**src/rtl/ct_mat_exu_alu_row_seq.sv**
```systemverilog
// Row sequencer behind the matrix ALU EX1 stage: it strobes one row per
// datapath-ready cycle, waits out the drain latency, then retires the iid on pipe8.
module ct_mat_exu_alu_row_seq #(
  parameter int IID_WIDTH = 7,
  parameter int OP_WIDTH  = 11,
  parameter int ROW_WIDTH = 8,
  parameter int DRAIN_LAT = 2
) (
  input  logic                 forever_cpuclk,
  input  logic                 cpurst_b,
  input  logic                 rtu_yy_xx_flush,
  input  logic                 ex1_inst_vld,
  input  logic [IID_WIDTH-1:0] ex1_iid,
  input  logic [OP_WIDTH-1:0]  ex1_op,
  input  logic [2:0]           ex1_dstm_idx,
  input  logic [ROW_WIDTH-1:0] x_sizeM,
  input  logic                 dp_row_ready,
  output logic                 seq_ex1_ready,
  output logic                 seq_dp_row_vld,
  output logic [ROW_WIDTH-1:0] seq_dp_row_idx,
  output logic [OP_WIDTH-1:0]  seq_dp_op,
  output logic [2:0]           seq_dp_dstm_idx,
  output logic                 seq_dp_last_row,
  output logic                 mat_alu_cbus_ex2_pipe8_sel,
  output logic [IID_WIDTH-1:0] mat_alu_cbus_ex2_pipe8_iid
);

  localparam logic [1:0] IDLE  = 2'd0;
  localparam logic [1:0] ROW   = 2'd1;
  localparam logic [1:0] DRAIN = 2'd2;
  localparam logic [1:0] CMPLT = 2'd3;

  localparam logic [3:0]           DRAIN_INIT = 4'(DRAIN_LAT);
  localparam logic [ROW_WIDTH-1:0] ROW_ONE    = ROW_WIDTH'(1);

  logic [1:0]           state;
  logic [1:0]           state_nxt;
  logic [ROW_WIDTH-1:0] row_cnt;
  logic [ROW_WIDTH-1:0] row_cnt_nxt;
  logic [3:0]           drain_cnt;
  logic [3:0]           drain_cnt_nxt;
  logic [IID_WIDTH-1:0] iid_q;
  logic [OP_WIDTH-1:0]  op_q;
  logic [2:0]           dstm_q;
  logic [ROW_WIDTH-1:0] sizem_q;

  logic accept;
  logic row_last;

  // Ready is a pure state decode; flush only blocks the accept itself.
  assign seq_ex1_ready = (state == IDLE) || (state == CMPLT);
  assign accept        = ex1_inst_vld && seq_ex1_ready && !rtu_yy_xx_flush;

  // Only evaluated in ROW, where sizem_q is known to be non-zero.
  assign row_last = (row_cnt == (sizem_q - ROW_ONE));

  always_comb begin
    // NOTE: every next-state signal gets a default first so no path leaves it unassigned (no latches).
    state_nxt     = state;
    row_cnt_nxt   = row_cnt;
    drain_cnt_nxt = drain_cnt;
    if (rtu_yy_xx_flush) begin
      state_nxt = IDLE;
    end else begin
      case (state)
        IDLE, CMPLT: begin
          state_nxt = IDLE;
          if (accept) begin
            row_cnt_nxt = '0;
            if (x_sizeM != '0) begin
              state_nxt = ROW;
            end else begin
              state_nxt     = DRAIN;
              drain_cnt_nxt = DRAIN_INIT;
            end
          end
        end
        ROW: begin
          if (dp_row_ready) begin
            if (row_last) begin
              state_nxt     = DRAIN;
              drain_cnt_nxt = DRAIN_INIT;
            end else begin
              row_cnt_nxt = row_cnt + ROW_ONE;
            end
          end
        end
        DRAIN: begin
          drain_cnt_nxt = drain_cnt - 4'd1;
          if (drain_cnt == 4'd1) begin
            state_nxt = CMPLT;
          end
        end
        default: state_nxt = IDLE;
      endcase
    end
  end

  // NOTE: sequential state uses non-blocking assignments so every flop samples pre-edge values.
  always_ff @(posedge forever_cpuclk or negedge cpurst_b) begin
    if (!cpurst_b) begin
      state     <= IDLE;
      row_cnt   <= '0;
      drain_cnt <= '0;
    end else begin
      state     <= state_nxt;
      row_cnt   <= row_cnt_nxt;
      drain_cnt <= drain_cnt_nxt;
    end
  end

  // Instruction fields are captured only on accept; flush leaves them untouched.
  always_ff @(posedge forever_cpuclk or negedge cpurst_b) begin
    if (!cpurst_b) begin
      iid_q   <= '0;
      op_q    <= '0;
      dstm_q  <= '0;
      sizem_q <= '0;
    end else if (accept) begin
      iid_q   <= ex1_iid;
      op_q    <= ex1_op;
      dstm_q  <= ex1_dstm_idx;
      sizem_q <= x_sizeM;
    end
  end

  assign seq_dp_row_vld             = (state == ROW) && !rtu_yy_xx_flush;
  assign seq_dp_row_idx             = row_cnt;
  assign seq_dp_op                  = op_q;
  assign seq_dp_dstm_idx            = dstm_q;
  assign seq_dp_last_row            = (state == ROW) && row_last;
  assign mat_alu_cbus_ex2_pipe8_sel = (state == CMPLT) && !rtu_yy_xx_flush;
  assign mat_alu_cbus_ex2_pipe8_iid = iid_q;

endmodule

```
**config.mk**
```make
export PLATFORM = sky130hd
export DESIGN_NAME = ct_mat_exu_alu_row_seq
export DESIGN_NICKNAME = d
export VERILOG_FILES = /design/src/rtl/ct_mat_exu_alu_row_seq.sv
export SDC_FILE = /design/constraint.sdc
export NUM_CORES = 1
export LEC_CHECK = 0
export ABC_CLOCK_PERIOD_IN_PS = 2700
export CORE_MARGIN = 3
export CORE_UTILIZATION = 47
export DETAILED_ROUTE_END_ITERATION = 8
export GPL_ROUTABILITY_DRIVEN = 1
export HOLD_SLACK_MARGIN = 0.1
export PLACE_DENSITY = 0.8
export SKIP_CTS_REPAIR_TIMING = 1
export SYNTH_ARGS = -nofsm -noshare
export SYNTH_HDL_FRONTEND = slang
export SYNTH_SLANG_ARGS = --single-unit
```
**constraint.sdc**
```tcl
create_clock -name forever_cpuclk -period 2.7 [get_ports forever_cpuclk]
set_input_delay 0.27 -clock forever_cpuclk [delete_from_list [all_inputs] [get_ports forever_cpuclk]]
set_output_delay 0.27 -clock forever_cpuclk [all_outputs]
set_load 0.05 [all_outputs]
```
# After elaboration in Yosys (flattened, before gate mapping)
# Index checks and enable logic that the tools add are counted.
# op_classes
bitwise	1
eq_ne	13
n_addsub	3
n_div	0
reduce_logical	14
magnitude_cmp	0
mul	0
n_shift	0
mux	16
# ops
op	n
$mux 8	3
$mux 4	4
$pmux 8 s2	1
$mux 2	6
$pmux 4 s3	1
$ne 2x2->1 const B	5
$reduce_and 5->1	2
$ne 3x3->1 const B	3
$add 8x1->8 const B	1
$eq 8x8->1	1
$reduce_bool 8->1	1
$sub 8x1->8 const B	1
$pmux 2 s3	1
$logic_and 1x1->1	5
$eq 2x2->1 const B	2
$eq 4x1->1 const B	1
$sub 4x1->4 const B	1
$reduce_and 3->1	1
$eq 2x1->1 const B	1
$logic_not 2->1	1
$reduce_bool 2->1	1
$reduce_or 2->1	1
$logic_not 1->1	1
$logic_or 1x1->1	1
$not 1->1	1
# word_totals
wordCells	54
romBits	0
regBits	43
inputBits	34
mem_bits_rw	0
memories	0
latch_bits	0

# Logic depth before layout (Yosys ltp)
# logic_depth
word_depth	7
depth_mapped	9

# Worst setup path after synthesis
# OpenSTA, ideal clock, no wires.
# synth_path
kind	register -> output
startpoint	reg row_cnt[7], in the netlist seq_dp_row_idx[7]
endpoint	out seq_dp_last_row
arrival_time_ns	2.426
path_buffers	0
stages_incl_launch_ff	7
required_time_ns	2.430
path_slack_ns	0.004
path_cell_list	dfrtp_1 > xnor2_1 > or4b_1 > a21oi_1 > nand3b_2 > nand2_1 > nor2_1
# synth_between
elab_chain_len	2
# synth_rtl
item	line_no	text
from (decl)	38	logic [ROW_WIDTH-1:0] row_cnt;
from (signal assigned)	107	row_cnt <= row_cnt_nxt;
$eq 8x8->1	55	assign row_last = (row_cnt == (sizem_q - ROW_ONE));
$logic_and 1x1->1	131	assign seq_dp_last_row = (state == ROW) && row_last;
to (decl)	23	output logic seq_dp_last_row,
# No other way between the ends.

# Worst setup path after layout
# layout_path
startpoint	reg sizem_q[0]
endpoint	out seq_dp_last_row
# layout_between
elab_chain_len	3
# layout_rtl
item	line_no	text
from (decl)	45	logic [ROW_WIDTH-1:0] sizem_q;
from (signal assigned)	123	sizem_q <= x_sizeM;
$sub 8x1->8	55	
$eq 8x8->1	55	
$logic_and 1x1->1	131	
# No other way between the ends.

==> out/metrics.cfg <==
[outcome]
run_status=finished clean

[timing]
fin_crit_sh=0.9406
slew_violations=0
finalWorstSetupSlack_ns=0.1604
fmax_ghz=0.3938
worst_pin_slew_ns=0.9466
setup_tns_ns=0
fin_worst_skew_ns=0.003977
holdWs_ns=0.1128
setup_violations=0
rsz0062_at_grt=false
slew_headroom=0.3690
final-hold-violation-count=0
period_needed_ns=2.540

[place]
post-place-ws_ns=0.2832
io_buffers=66
routabilityCongestion=0.8346
placed_cell_area_um2=2975
place_hpwl_um=3601

[finish]
final_area_um2=3087
final_common_cell=clkdlybuf4s50_1
drive_gt1_frac=0.1927
antenna_cells=0
area_growth_pct=37.51
layout_common_cells=clkdlybuf4s50_1, dfrtp_1, mux2_2, nand2_1, nor2_1
layout.nets=315

[grt]
antenna_found_initial=0
grt_max_degree=44
overflow=0
grt_usage=0.1806
first_global_vias=1712
grt_pass1_wl_um=7838

[setup_path]
cp_max_fo=7
crit_family=simple AND/OR/NAND/NOR gates
worst-endpoint-required_ns=2.43
critPathArrivalTime_ns=2.27
path_cells=nor2_1, or4b_1, nand4bb_1, nand3b_2, nand2_1, nor2_2, buf_12
end_kind=output pin
reg2reg_slack_ns=0.34
cp_slowest_cell=or4b_1
crit_path_max_incr_delay_ns=0.52
path_class=flop to output pin
startpoint_type=flop
path_buf_inv=1

[yosys]
synth_top_cell_by_area=dfrtp_1
synth.area.top_cells=dfrtp_1, mux2_2, ha_1
yosysWarnings=0
yosysSeqAreaShare=0.4794
synth_cell_types=44
synth_edf_count=0
synth_area_um2=2245
synth_top_area_share=0.4794
syn_inst=202
synth_flop_cell=dfrtp_1
synth_async_sr_flop_share=1.000
avgSynthCellArea_um2=11.11
ys_ff_latch=43
syn-num-nets=243

[drt]
wirelength_um=4867
via_per_inst=5.443
vias=1780
ant_nets=0
drt_iter0_markers=61
drc=0
wl_per_cell_um=14.88
dr.pass1.iters=4

[die]
start_util=0.5017
pin_count=67
die_y_um=75.11
die-area_um2=5641
core_um2=4474
die_x_um=75.11
fp-row-count=24

[cts]
clock-root-buffer=clkbuf_8
cts_max_path_buffers=2
clock-sinks=43
path_clk_slew_ns=0.08
tritoncts=yes
numCtsBuffers=5
cts-htree-levels=2
clock_latency_ns=0.30

[pwr]
p_leak_uw=0.001300
peakVddDrop_mv=0.6841
power_uw=3706
powerDensity_nw_per_um2=1200

[job]
cap_violations=0

[min_path]
hold_class=input pin to async pin

==> cells in the mapped netlist, types with 5 or more instances <==
master     n
a21oi_1    8
clkbuf_1   5
dfrtp_1   43
ha_1       7
inv_1      9
mux2_2    29
nand2_1   17
nand3_1    5
nor2_1    12
nor3_1     5
o21ai_1    6
o31ai_1    5
xnor2_1    5
xor2_1     5
==> sequential cells by signal (all words and copies together) (netlist names) <==
signal and cells:
seq_dp_dstm_idx 3, sizem_q 8, drain_cnt 4, seq_dp_op 11, seq_dp_row_idx 8, state 2, mat_alu_cbus_ex2_pipe8_iid 7
==> worst reg2reg max path, stage by stage, from the launching register on <==
cell	delay, ns
dfrtp_1	0.41
inv_1	0.07
ha_1	0.21
xor2_1	0.16
o31a_1	0.32
nor3_4	0.26
buf_4	0.17
a31oi_4	0.14
or2_4	0.28
a22o_1	0.22
==> power breakdown <==
group | switching (uW) | leakage [uW] | internal (uW)
Combinational | 1310 | 0.000730 | 844
Sequential | 225 | 0.000529 | 922
Clock | 228 | 0.0000402 | 180
==> worst paths after layout <==
check                                                                from                                         to  cells after the start
worst min register to register  mat_alu_cbus_ex2_pipe8_iid[4]$_DFFE_PN0P_  mat_alu_cbus_ex2_pipe8_iid[4]$_DFFE_PN0P_                      1
worst min-delay path                                             cpurst_b              seq_dp_row_idx[2]$_DFFE_PN0P_                      1
worst max register to register                     sizem_q[0]$_DFFE_PN0P_                   drain_cnt[3]$_DFFE_PN0P_                      9
worst max-delay path                               sizem_q[0]$_DFFE_PN0P_                            seq_dp_last_row                      7
max in group asynchronous                                        cpurst_b                       state[1]$_DFFE_PN0P_                      1
min in group forever_cpuclk     mat_alu_cbus_ex2_pipe8_iid[4]$_DFFE_PN0P_  mat_alu_cbus_ex2_pipe8_iid[4]$_DFFE_PN0P_                      1
==> cells by family (layout without fill, tap and decap cells) <==
kind of cell	count (synthesis)	after routing	share of synthesized area
simple gates	61	61	0.1494
mux	31	31	0.1544
xor+xnor	10	10	0.03902
fa+ha+maj	7	7	0.03902
flops	43	43	0.4794
compound gates	35	35	0.1137
buf+inv	15	88	0.02508
==> metrics by stage <==
step	util	instances
detailed placement	0.6650	317
CTS	0.6848	325
global route	0.6899	327
finish	0.6899	327
global placement	0.6650	317
floorplan	-	202
==> per-layer routing <==
layer / up-vias / global-route usage / wire, um
met1: 849 / 0.2162 / 2006
li1: 875 / - / -
met4: 0 / 0.04150 / 41
met2: 49 / 0.3104 / 2445
met3: 7 / 0.06542 / 373
met5: - / 0 / 0
==> final cells by class <==
| cell class | count | area, um^2 |
|---|---|---|
| Fill cell | 371 | 1388 |
| Multi-Input combinational cell | 144 | 1120 |
| Sequential cell | 43 | 1076 |
| Timing Repair Buffer | 71 | 703.2 |
| Clock buffer | 5 | 68.82 |
| Tap cell | 52 | 65.06 |
| Inverter | 9 | 33.78 |
| Clock inverter | 3 | 20.02 |
Power figures use the tool's default switching activity.
